[config.mk]
export PLATFORM = sky130hd
export DESIGN_NAME = pipe_ctrl
export DESIGN_NICKNAME = d
export VERILOG_FILES = /design/src/rtl/pipe_ctrl_pkg.sv /design/src/rtl/pipe_ctrl_hazard_cmp.sv /design/src/rtl/pipe_ctrl.sv
export SDC_FILE = /design/constraint.sdc
export NUM_CORES = 1
export LEC_CHECK = 0
export ABC_AREA = 1
export BUFFER_PORTS_ARGS = -buffer_cell sky130_fd_sc_hd__clkbuf_2
export CAP_MARGIN = 15
export CORE_MARGIN = 3
export CORE_UTILIZATION = 51
export DETAILED_ROUTE_END_ITERATION = 10
export HOLD_SLACK_MARGIN = 0.15
export PLACE_DENSITY = 0.8
export SLEW_MARGIN = 20
export SYNTH_ARGS = -nofsm -noshare
export SYNTH_HDL_FRONTEND = slang
export SYNTH_SLANG_ARGS = --single-unit
[constraint.sdc]
create_clock -name clk -period 2.3 [get_ports clk]
set_clock_uncertainty 0.05 [all_clocks]
set_input_delay 0.46 -clock clk [delete_from_list [all_inputs] [get_ports clk]]
set_output_delay 0.46 -clock clk [all_outputs]
set_load 0.02 [all_outputs]
[src/rtl/pipe_ctrl_pkg.sv]
// Shared definitions for the pipeline control block.
//   - pc_sel encodings driven to the fetch stage
//   - mult/div occupancy lengths (cycles)
//   - tuse value meaning "operand not used"
//   - redirect FSM state type
package pipe_ctrl_pkg;

  localparam logic [1:0] PC_SEQ    = 2'b00;
  localparam logic [1:0] PC_EXC    = 2'b01;
  localparam logic [1:0] PC_EPC    = 2'b10;

  localparam logic [3:0] MULT_CYC  = 4'd5;
  localparam logic [3:0] DIV_CYC   = 4'd10;

  localparam logic [1:0] TUSE_NONE = 2'd3;

  typedef enum logic {
    RUN   = 1'b0,
    DRAIN = 1'b1
  } state_e;

endpackage

[src/rtl/pipe_ctrl_hazard_cmp.sv]
// Register hazard comparator for one source operand of the instruction in D.
// Ports:
//   src          source register number
//   tuse         cycles until D needs the operand (TUSE_NONE = unused)
//   e_a3/e_tnew  destination and result readiness of the instruction in E
//   m_a3/m_tnew  destination and result readiness of the instruction in M
//   hit          operand depends on a producer whose result is not ready in time
module hazard_cmp (
  input  logic [4:0] src,
  input  logic [1:0] tuse,
  input  logic [4:0] e_a3,
  input  logic [1:0] e_tnew,
  input  logic [4:0] m_a3,
  input  logic [1:0] m_tnew,
  output logic       hit
);

  logic e_hit;
  logic m_hit;

  // Register 0 is never a real destination. TUSE_NONE (3) can never be
  // strictly below a 2-bit tnew, so unused operands never stall.
  assign e_hit = (src == e_a3) && (e_a3 != 5'd0) && (tuse < e_tnew);
  assign m_hit = (src == m_a3) && (m_a3 != 5'd0) && (tuse < m_tnew);
  assign hit   = e_hit || m_hit;

endmodule

[src/rtl/pipe_ctrl.sv]
// Pipeline control: stall detection, mult/div occupancy tracking,
// exception/eret redirect and a saturating stall-cycle counter.
// Ports:
//   clk, reset                 clock, async active-low reset
//   d_rs/d_rt, d_tuse_rs/rt    sources of the D instruction and their tuse
//   e_a3/e_tnew, m_a3/m_tnew   producers in E and M
//   d_is_md                    D instruction uses the mult/div unit
//   e_md_start/e_md_div        mult/div start from E (div=1, mult=0)
//   exc_req/eret_req           exception / eret at M
//   f_lock/d_lock/e_clr        stall controls
//   flush, pc_sel              redirect controls
//   md_busy                    mult/div unit occupied
//   stall_cnt                  saturating stall-cycle count
module pipe_ctrl
  import pipe_ctrl_pkg::*;
(
  input  logic        clk,
  input  logic        reset,
  input  logic [4:0]  d_rs,
  input  logic [4:0]  d_rt,
  input  logic [1:0]  d_tuse_rs,
  input  logic [1:0]  d_tuse_rt,
  input  logic [4:0]  e_a3,
  input  logic [4:0]  m_a3,
  input  logic [1:0]  e_tnew,
  input  logic [1:0]  m_tnew,
  input  logic        d_is_md,
  input  logic        e_md_start,
  input  logic        e_md_div,
  input  logic        exc_req,
  input  logic        eret_req,
  output logic        f_lock,
  output logic        d_lock,
  output logic        e_clr,
  output logic        flush,
  output logic [1:0]  pc_sel,
  output logic        md_busy,
  output logic [15:0] stall_cnt
);

  state_e      state_q, state_d;
  logic [3:0]  mdcnt_q, mdcnt_d;
  logic [15:0] stall_cnt_q, stall_cnt_d;

  logic rs_hit, rt_hit;
  logic md_hazard, stall;
  logic lock;

  hazard_cmp u_cmp_rs (
    .src    (d_rs),
    .tuse   (d_tuse_rs),
    .e_a3   (e_a3),
    .e_tnew (e_tnew),
    .m_a3   (m_a3),
    .m_tnew (m_tnew),
    .hit    (rs_hit)
  );

  hazard_cmp u_cmp_rt (
    .src    (d_rt),
    .tuse   (d_tuse_rt),
    .e_a3   (e_a3),
    .e_tnew (e_tnew),
    .m_a3   (m_a3),
    .m_tnew (m_tnew),
    .hit    (rt_hit)
  );

  assign md_busy   = (mdcnt_q != 4'd0);
  assign md_hazard = d_is_md && (md_busy || e_md_start);
  assign stall     = rs_hit || rt_hit || md_hazard;

  // Start is only honoured when idle; an exception never aborts the count.
  always_comb begin
    mdcnt_d = mdcnt_q;
    if (e_md_start && (mdcnt_q == 4'd0)) begin
      mdcnt_d = e_md_div ? DIV_CYC : MULT_CYC;
    end else if (mdcnt_q != 4'd0) begin
      mdcnt_d = mdcnt_q - 4'd1;
    end
  end

  // Redirect FSM; flush overrides the stall locks.
  always_comb begin
    state_d = state_q;
    flush   = 1'b0;
    pc_sel  = PC_SEQ;
    lock    = 1'b0;
    case (state_q)
      RUN: begin
        if (exc_req) begin
          flush   = 1'b1;
          pc_sel  = PC_EXC;
          state_d = DRAIN;
        end else if (eret_req) begin
          flush   = 1'b1;
          pc_sel  = PC_EPC;
          state_d = DRAIN;
        end else begin
          lock    = stall;
        end
      end
      DRAIN: begin
        flush   = 1'b1;
        state_d = RUN;
      end
      default: state_d = RUN;
    endcase
  end

  assign f_lock = lock;
  assign d_lock = lock;
  assign e_clr  = lock;

  always_comb begin
    stall_cnt_d = stall_cnt_q;
    if (lock && (stall_cnt_q != 16'hFFFF)) begin
      stall_cnt_d = stall_cnt_q + 16'd1;
    end
  end

  assign stall_cnt = stall_cnt_q;

  always_ff @(posedge clk or negedge reset) begin
    if (!reset) begin
      state_q     <= RUN;
      mdcnt_q     <= '0;
      stall_cnt_q <= '0;
    end else begin
      state_q     <= state_d;
      mdcnt_q     <= mdcnt_d;
      stall_cnt_q <= stall_cnt_d;
    end
  end

endmodule

==> out/metrics.yaml <==
path_cells: "inv_2, ha_1, nand3_2, o21ai_2, nand3_2, nand2_2, inv_4, buf_6"
ys_seq_elements: 21
start_kind: "register"
power_frac_comb: 0.411
vias_per_cell: 4.916
grt_pass1_vias: 1695
die_width_um: 65.77
p_sw_frac: 0.4062
core_area_um2: 3390
grt_use_total: 0.2067
cts_tree: "built"
critical_path.top_delay_family: "flip-flops"
setup_viol: 0
vdd_drop_max_v: 0.0004435
slew_violations: 0
synth_cell_types: 27
syn_area_um2: 1822
synth_nets: 319
outcome: "finished, final reports clean"
worst_pin_slew_ps: 506.4
fin_crit_ps: 2131
hold_viol: 0
cts.sinks: 21
ant_nets: 0
worstSetupPathType: "register to output pin"
cp_common_cell: "nand3_2"
worstPathRequired_ps: 1790
drtIter0Drc: 102
fin_cells: 381
power_density_nw_per_um2: 531.8
maxSlewHeadroom: 0.6624
vias: 1873
ios: 58
grt_antenna_before_repair: 0
cp_slowest_cell: "dfrtp_1"
finalCritPeriodShare: 0.9265
place_hpwl_um: 3365
grt_pass1_wl_um: 7155
finalNetCount: 378
rsz0062_at_grt: "no"
fp.dieH_um: 65.77
place_ws_ps: 53.44
cp_num_buf_inv: 3
max_freq_mhz: 469.3
drc: 0
crit_fanout: 5
yosysSeqAreaShare: 0.2885
switching_power_mw: 0.4779
drv_cap: 0
power.leakage_nw: 1.333
ys_warn_count: 0
slowest_delay_ps: 420
dieArea_um2: 4325
antennaDiodeCount: 0
avgSynthCellArea_um2: 6.577
tns_ps: 0
wire_per_inst_um: 10.87
clkPwrFrac: 0.152
p_int_mw: 0.6985
placed_cells: 376
drive_gt1_frac: 0.2448
syn2layout_area_growth_pct: 21.43
core.rowCount: 21
clockBufferDepth: 2
root_buffer: "clkbuf_4"
initial_core_util: 0.5375
hold_class: "input port to register"
p_seq_frac: 0.437
firstDrtPassIters: 5
overflow: 0
cts_buffers: 3
htreeDepth: 1
insertion_delay_ps: 300
timing.final.ws_setup_ps: 169.1
gp_congestion: 0.8820
routed_wl_um: 4142
grt_max_degree: 22
cp-end-kind: "output pin"
fill_cells: 302
syn_inst: 277
path_clk_slew_ps: 120
crit_arrival_ps: 1620
io_buffer_count: 57
-- registers in the layout, summed over array words and instances (netlist names) --
signal,cells
stall_cnt,16
mdcnt_q,4
state_q,1
-- worst register-to-register path, delay by kind of cell, from the launching register on --
family | cells | cell delay [ps]
adders and majority gates | 1 | 240
DFF | 1 | 440
and+or+nand+nor | 7 | 1270
-- cells in the final DEF (no fill, tap or decap), drive strengths merged --
master / count
a21oi: 2
and3: 1
buf: 5
clkbuf: 57
clkinv: 3
dfrtp: 21
dlygate4sd3: 1
ha: 7
inv: 44
nand2: 96
nand3: 16
nand4: 20
nor2: 25
nor3: 7
o211ai: 2
o21ai: 7
o21bai: 2
xnor2: 8
xor2: 11
-- stage by stage --
step / power (mW) / hold WS [ps] / cell area, µm² / util
detailed placement: 0.9865 / 401.0 / 2140 / 0.6312
CTS: 1.166 / 342.0 / 2177 / 0.6423
global route: 1.273 / 355.6 / 2212 / 0.6526
finish: 1.176 / 352.2 / 2212 / 0.6526
global placement: 0.9741 / 395.2 / 2140 / 0.6312
floorplan: 0.8263 / 114.4 / 1822 / -
-- final cells by class --
class,instances,area (µm²),share of cell area
Multi-Input combinational cell,204,1097,0.4960
Sequential cell,21,525.5,0.2376
Timing Repair Buffer,60,329.1,0.1488
Inverter,46,175.2,0.07919
Tap cell,46,57.56,0.02602
Clock buffer,3,22.52,0.01018
Clock inverter,1,5.005,0.002262
-- routing by layer --
metal | track usage | up-vias | routed length (µm)
li1 | - | 989 | -
met1 | 0.2813 | 837 | 1990
met2 | 0.3467 | 45 | 1911
met3 | 0.04274 | 2 | 223
met4 | 0.02332 | 0 | 17
met5 | 0 | - | 0
-- final timing paths --
check                                         start                         to  slack, ps  cells past startpoint
max in group asynchronous                     reset   stall_cnt[1]$_DFFE_PN0P_       1270                      2
min in group asynchronous                     reset   stall_cnt[9]$_DFFE_PN0P_        590                      2
max                          mdcnt_q[0]$_DFFE_PN0P_                     d_lock        170                      8
max reg2reg                stall_cnt[0]$_DFFE_PN0P_  stall_cnt[15]$_DFFE_PN0P_        240                      8
min                                        eret_req          state_q$_DFF_PN0_        350                      3
min reg2reg                       state_q$_DFF_PN0_          state_q$_DFF_PN0_        450                      1
-- what timing repair did --
action                     4_1_cts  5_1_grt
setup buffers                    0        0
hold endpoints to repair        21        0
hold buffers                     1        0
setup endpoints to repair        0        3
resized for setup                0       16
-- cell usage after synthesis (all sizes together) --
| cell type | instances | share of area |
|---|---|---|
| xor2 | 11 | 0.053 |
| nor3 | 7 | 0.028 |
| o21ai | 7 | 0.019 |
| inv | 44 | 0.091 |
| a21oi | 2 | 0.0055 |
| clkinv | 2 | 0.0041 |
| o21bai | 2 | 0.0082 |
| ha | 7 | 0.048 |
| o211ai | 2 | 0.0082 |
| nand4 | 20 | 0.077 |
| buf | 5 | 0.020 |
| clkbuf | 1 | 0.0021 |
| and3 | 1 | 0.0034 |
| dfrtp | 21 | 0.29 |
| nor2 | 25 | 0.056 |
| nand3 | 16 | 0.052 |
| xnor2 | 8 | 0.038 |
| nand2 | 96 | 0.20 |
-- cells by family after synthesis --
group                      count (synthesis)  synth area share
xor gates and xnor gates                  19           0.09135
DFF                                       21            0.2885
AOI/OAI and AO/OA                         13           0.04120
buffers and inverters                     52            0.1168
adders and majority gates                  7           0.04807
and+or+nand+nor                          165            0.4142
-- power by group through the flow --
| stage | registers, mW | logic (mW) | clock network, mW |
|---|---|---|---|
| after floorplan | 0.541 | 0.285 | 0 |
| after global placement | 0.516 | 0.458 | 0 |
| after detailed placement | 0.519 | 0.468 | 0 |
| after CTS | 0.511 | 0.472 | 0.183 |
| after global routing | 0.525 | 0.552 | 0.196 |
| final | 0.514 | 0.484 | 0.179 |
(Power assumes the default switching activity.)
